==> src/rtl/mem_access_sequencer.sv <==
// Shares one single-ported word memory between instruction fetch and load/store,
// arbitrating round-robin and running byte/half stores as read-modify-write.
module mem_access_sequencer #(
  parameter int unsigned AW = 32,
  parameter int unsigned DW = 32
) (
  input  logic          clk,
  input  logic          reset,
  input  logic          if_req,
  input  logic [AW-1:0] if_addr,
  output logic          if_done,
  output logic [DW-1:0] if_rdata,
  input  logic          ls_req,
  input  logic          ls_we,
  input  logic [1:0]    ls_size,
  input  logic [AW-1:0] ls_addr,
  input  logic [DW-1:0] ls_wdata,
  output logic          ls_done,
  output logic [DW-1:0] ls_rdata,
  output logic          ls_misalign,
  output logic          mem_req,
  output logic          mem_we,
  output logic [AW-1:0] mem_addr,
  output logic [DW-1:0] mem_wdata,
  input  logic          mem_ack,
  input  logic [DW-1:0] mem_rdata
);

  localparam int unsigned HW = DW / 2;
  localparam int unsigned BW = 8;

  typedef enum logic [2:0] {
    S_IDLE, S_IF_RD, S_LD_RD, S_ST_WR, S_RMW_RD, S_RMW_WR, S_RESP
  } state_t;

  state_t        state, state_d;
  logic          last_ls, last_ls_d;
  logic [1:0]    off_q, off_d;
  logic          half_q, half_d;
  logic [HW-1:0] wdata_q, wdata_d;

  logic          mem_req_d, mem_we_d;
  logic [AW-1:0] mem_addr_d;
  logic [DW-1:0] mem_wdata_d;
  logic          if_done_d, ls_done_d, ls_misalign_d;
  logic [DW-1:0] if_rdata_d, ls_rdata_d;

  logic if_wins, ls_word, ls_half, ls_misal, acked;
  logic unused_ok;

  assign unused_ok = ^if_addr[1:0];
  assign if_wins   = if_req && (!ls_req || last_ls);
  assign ls_word   = !ls_size[1];
  assign ls_half   = (ls_size == 2'b11);
  assign ls_misal  = (ls_half && ls_addr[0]) || (ls_word && (ls_addr[1:0] != 2'b00));
  assign acked     = mem_req && mem_ack;

  // Replace the targeted byte or half lane of the read word with the store data.
  function automatic logic [DW-1:0] merge(input logic [DW-1:0] word, input logic [1:0] off,
                                          input logic half, input logic [HW-1:0] data);
    logic [DW-1:0] res;
    res = word;
    if (half) res[{off[1], 4'b0000} +: HW] = data;
    else      res[{off, 3'b000} +: BW]     = data[BW-1:0];
    return res;
  endfunction

  // Next-state and next-output logic.
  always_comb begin
    state_d       = state;
    last_ls_d     = last_ls;
    off_d         = off_q;
    half_d        = half_q;
    wdata_d       = wdata_q;
    mem_req_d     = mem_req;
    mem_we_d      = mem_we;
    mem_addr_d    = mem_addr;
    mem_wdata_d   = mem_wdata;
    if_done_d     = 1'b0;
    if_rdata_d    = if_rdata;
    ls_done_d     = 1'b0;
    ls_rdata_d    = ls_rdata;
    ls_misalign_d = 1'b0;

    case (state)
      S_IDLE: begin
        if (if_wins) begin
          last_ls_d   = 1'b0;
          state_d     = S_IF_RD;
          mem_req_d   = 1'b1;
          mem_we_d    = 1'b0;
          mem_addr_d  = {if_addr[AW-1:2], 2'b00};
          mem_wdata_d = '0;
        end else if (ls_req) begin
          last_ls_d  = 1'b1;
          off_d      = ls_addr[1:0];
          half_d     = ls_half;
          wdata_d    = ls_wdata[HW-1:0];
          mem_addr_d = {ls_addr[AW-1:2], 2'b00};
          if (ls_misal) begin
            state_d       = S_RESP;
            ls_done_d     = 1'b1;
            ls_misalign_d = 1'b1;
            ls_rdata_d    = '0;
          end else if (!ls_we) begin
            state_d     = S_LD_RD;
            mem_req_d   = 1'b1;
            mem_we_d    = 1'b0;
            mem_wdata_d = '0;
          end else if (ls_word) begin
            state_d     = S_ST_WR;
            mem_req_d   = 1'b1;
            mem_we_d    = 1'b1;
            mem_wdata_d = ls_wdata;
          end else begin
            state_d     = S_RMW_RD;
            mem_req_d   = 1'b1;
            mem_we_d    = 1'b0;
            mem_wdata_d = '0;
          end
        end
      end
      S_IF_RD: begin
        if (acked) begin
          state_d    = S_RESP;
          mem_req_d  = 1'b0;
          if_done_d  = 1'b1;
          if_rdata_d = mem_rdata;
        end
      end
      S_LD_RD: begin
        if (acked) begin
          state_d    = S_RESP;
          mem_req_d  = 1'b0;
          ls_done_d  = 1'b1;
          ls_rdata_d = mem_rdata;
        end
      end
      S_ST_WR: begin
        if (acked) begin
          state_d    = S_RESP;
          mem_req_d  = 1'b0;
          mem_we_d   = 1'b0;
          ls_done_d  = 1'b1;
          ls_rdata_d = '0;
        end
      end
      S_RMW_RD: begin
        if (acked) begin
          state_d     = S_RMW_WR;
          mem_req_d   = 1'b0;
          mem_wdata_d = merge(mem_rdata, off_q, half_q, wdata_q);
        end
      end
      S_RMW_WR: begin
        // First cycle here is the idle hop after the read ack; the write request follows.
        if (!mem_req) begin
          mem_req_d = 1'b1;
          mem_we_d  = 1'b1;
        end else if (mem_ack) begin
          state_d    = S_RESP;
          mem_req_d  = 1'b0;
          mem_we_d   = 1'b0;
          ls_done_d  = 1'b1;
          ls_rdata_d = '0;
        end
      end
      S_RESP:  state_d = S_IDLE;
      default: state_d = S_IDLE;
    endcase
  end

  // State and registered outputs.
  always_ff @(posedge clk) begin
    if (reset) begin
      state       <= S_IDLE;
      last_ls     <= 1'b1;
      off_q       <= '0;
      half_q      <= 1'b0;
      wdata_q     <= '0;
      mem_req     <= 1'b0;
      mem_we      <= 1'b0;
      mem_addr    <= '0;
      mem_wdata   <= '0;
      if_done     <= 1'b0;
      if_rdata    <= '0;
      ls_done     <= 1'b0;
      ls_rdata    <= '0;
      ls_misalign <= 1'b0;
    end else begin
      state       <= state_d;
      last_ls     <= last_ls_d;
      off_q       <= off_d;
      half_q      <= half_d;
      wdata_q     <= wdata_d;
      mem_req     <= mem_req_d;
      mem_we      <= mem_we_d;
      mem_addr    <= mem_addr_d;
      mem_wdata   <= mem_wdata_d;
      if_done     <= if_done_d;
      if_rdata    <= if_rdata_d;
      ls_done     <= ls_done_d;
      ls_rdata    <= ls_rdata_d;
      ls_misalign <= ls_misalign_d;
    end
  end

endmodule

==> config.mk <==
export PLATFORM = sky130hd
export DESIGN_NAME = mem_access_sequencer
export DESIGN_NICKNAME = d
export VERILOG_FILES = /design/src/rtl/mem_access_sequencer.sv
export SDC_FILE = /design/constraint.sdc
export NUM_CORES = 1
export LEC_CHECK = 0
export CAP_MARGIN = 20
export CORE_ASPECT_RATIO = 2
export CORE_MARGIN = 8
export CORE_UTILIZATION = 45
export CTS_CLUSTER_SIZE = 14
export DETAILED_ROUTE_END_ITERATION = 12
export GPL_TIMING_DRIVEN = 0
export PLACE_DENSITY = 0.81
export SETUP_SLACK_MARGIN = 0.02
export SLEW_MARGIN = 10
export SYNTH_ARGS = -nofsm -noshare
export SYNTH_HDL_FRONTEND = slang
export SYNTH_SLANG_ARGS = --single-unit
==> constraint.sdc <==
create_clock -name clk -period 3.3 [get_ports clk]
set_input_delay 0.66 -clock clk [delete_from_list [all_inputs] [get_ports clk]]
set_output_delay 0.66 -clock clk [all_outputs]
set_load 0.02 [all_outputs]
==> flow_summary.ini, run 1 <==
[clock_tree]
numCtsBuffers = 17
cts_setup_buffers = 0
clock_latency_ns = 0.43
clockRootBuffer = clkbuf_16
clkSinkCount = 154
cts_tree = built
postCtsHoldBufs = 0
ctsHtreeMaxLevel = 4
ctsLongestPathBuffers = 2
cts.clk_slew.worst_paths_ns = 0.07

[timing]
relSlewSlack = 0.493
maxSlewViolCount = 0
hold_viol = 0
fin_crit_sh = 0.891
worst_clock_skew_ns = 0.0103
timing.fmax_ghz = 0.340
rsz0062_at_grt = no
tightest_slew_ns = 0.760
finalCriticalPeriod_ns = 2.94
setup_viol = 0

[synth]
synthCells = 937
ys_async_sr_fraction = 0
synthDistinctLibCells = 47
yosysWarnings = 0
synth_ff_type = dfxtp_1
avgSynthCellArea_um2 = 7.93
synth_edf_count = 0
ys_ff_latch = 154
mappedNetlistArea_um2 = 7430
yosysSeqAreaShare = 0.415

[routing]
drc = 0
wl_per_cell_um = 21.0
drt_iter0_markers = 420
postRouteAntennaNets = 0
wl_mm = 30.3
first_pass_iters = 8
via_count = 8248
viasPerCell = 5.73

[power]
clkPwrFrac = 0.241
power.switching_uw = 3410
p_int_uw = 5110
p_leak_uw = 0.00381
pwr-share-seq = 0.305
combinationalPowerShare = 0.453
vdd_drop_max_v = 0.000668
switching_share = 0.400
p_per_area_nw_per_um2 = 776

[floorplanning]
start_util = 0.459
core_area_um2 = 16200
fp.dieArea_um2 = 21100
io_pins = 269
num_rows = 66
dieWidth_um = 107
die_y_um = 198

[critical_path]
worstPathMaxFanout = 10
crit_type = flip-flop to flip-flop
cp_data_arrival_time_ns = 3.29
crit_path_end_kind = flip-flop
startpoint_type = flip-flop
worst_ep_required_time_ns = 3.64

[grt]
grt_pass1_wl_mm = 45.9
gr-total-overflow = 0
grt_pass1_vias = 8385
grt_antenna_before_repair = 1
grt_max_degree = 17
track_usage = 0.283

[layout]
utilization = 0.678
drive_gt1_frac = 0.0689
final_cells = 1439
nets = 1362
syn2layout_area_growth_pct = 47.6

[place]
placed_cells = 1406
port_buffers = 264
gp_congestion = 0.993
hpwlAfterDp_mm = 24.1

[status]
outcome = completed

[flow_run]
drv_cap = 0

[min_path]
holdCritPathClass = flip-flop to flip-flop
## state kept, by name (all words and copies together) (netlist names)
name         count
mem_addr        30
mem_req          1
ls_done          1
last_ls          1
mem_we           1
mem_wdata       32
half_q           1
if_rdata        32
ls_rdata        32
ls_misalign      1
wdata_q         16
if_done          1
off_q            2
state            3
## cells in the final DEF (no fill, tap or decap), drive strengths merged, types with 3 or more instances in the layout
master | Yosys | final
a211oi | 50 | 50
nand3 | 35 | 35
nor3 | 4 | 4
a221oi | 9 | 9
dfxtp | 154 | 154
clkbuf | 54 | 71
nand4 | 8 | 8
clkinv | 0 | 7
a311oi | 54 | 54
nor2 | 71 | 71
buf | 32 | 32
clkdlybuf4s50 | 0 | 264
a21oi | 93 | 93
nand2b | 38 | 38
ha | 5 | 5
nor2b | 24 | 24
mux2i | 34 | 34
inv | 14 | 18
o21ai | 51 | 51
nand2 | 181 | 181
bufinv | 0 | 3
## path summary, 6_finish.rpt
check | startpoint | endpoint | slack, ns | depth (start not counted)
max | off_q[0]$_SDFFE_PP0P_ | mem_wdata[30]$_SDFFE_PP0P_ | 0.36 | 9
min reg2reg | if_rdata[27]$_SDFFE_PP0P_ | if_rdata[27]$_SDFFE_PP0P_ | 0.46 | 2
max reg2reg | off_q[0]$_SDFFE_PP0P_ | mem_wdata[30]$_SDFFE_PP0P_ | 0.36 | 9
min | if_rdata[27]$_SDFFE_PP0P_ | if_rdata[27]$_SDFFE_PP0P_ | 0.46 | 2
## critical path: stages, from the launching register on
cell	delay (ns)
dfxtp_1	0.40
clkbuf_2	0.29
clkbuf_2	0.27
inv_1	0.11
ha_1	0.37
nor4b_4	0.54
a311oi_1	0.19
a211oi_1	0.34
a21oi_1	0.08
a211oi_1	0.25
## area by class of cell
class | instances | area, um2
buffer | 86 | 373
multi-input combinational | 684 | 3950
fill | 1367 | 5210
clock inverter | 15 | 193
sequential | 154 | 3080
inverter | 14 | 52.6
antenna | 1 | 2.50
clock buffer | 17 | 425
timing repair buffer | 264 | 2640
tap | 204 | 255
## power groups by stage
stage / logic (uW) / registers, uW / clock network (uW)
final: 3860 / 2600 / 2050
after global routing: 4160 / 2650 / 2140
after CTS: 3860 / 2600 / 2060
after detailed placement: 3840 / 2630 / 0
after global placement: 3800 / 2610 / 0
after floorplan: 1800 / 3060 / 0
## synthesized netlist by cell type (2+ instances only)
master	number	area (um2)
nor2_1	70	263
a221oi_1	8	70.1
o22ai_1	2	12.5
nand4_1	8	50.1
buf_4	4	30.0
a211oi_1	38	285
nor3b_2	2	25.0
dfxtp_1	154	3080
ha_1	5	62.6
inv_1	13	48.8
nor3_1	2	10.0
a211oi_2	12	150
a31oi_1	2	12.5
o31ai_1	2	15.0
a21oi_1	93	465
nand3_1	35	175
nor3_2	2	20.0
nand2b_1	38	238
a22oi_1	2	15.0
clkbuf_1	53	199
o21ai_1	10	50.1
a311oi_1	54	473
buf_2	25	125
buf_1	3	11.3
and2_1	2	12.5
nand2_1	181	679
nor2b_1	24	150
mux2i_1	34	340
o21ai_0	41	205
## metal layers
metal	up-vias	wire length (um)	track usage
met3	130	2430	0.0749
li1	3883	-	-
met1	3806	9520	0.250
met4	0	2530	0.231
met5	-	0	0
met2	429	15800	0.520
## logic make-up (layout without fill, tap and decap cells)
family,Yosys count,count (layout),synth area share
AND/OR/NAND/NOR,371,371,0.226
AO/OA/AOI/OAI,271,271,0.246
flip-flops,154,154,0.415
buffers and inverters,100,396,0.0569
multiplexers,34,34,0.0458
adder cells (fa/ha/maj),5,5,0.00842
other,1,3,0.000505
XOR/XNOR,1,1,0.00118
## what timing repair did
action	4_1_cts	5_1_grt
resized for setup	1	5
pin swaps	0	1
setup endpoints to repair	8	30
## stage by stage
step	power (uW)	setup TNS (ns)	setup WS, ns	hold slack, ns	cell area, um2
after global placement	6410	-0.456	-0.114	0.442	10300
after floorplan	4860	0	0.697	0.448	7440
after CTS	8520	0	0.0438	0.458	11000
after global routing	8950	0	0.196	0.478	11000
after detailed placement	6470	-1.16	-0.210	0.449	10300
final	8520	0	0.358	0.458	11000
Power figures use the tool's default switching activity.
==> run 2, diff against run 1 <==
SLEW_MARGIN = 30   (was 10)
==> results of run 2 <==
Final layout, timing and power as in run 1 (identical DEF).
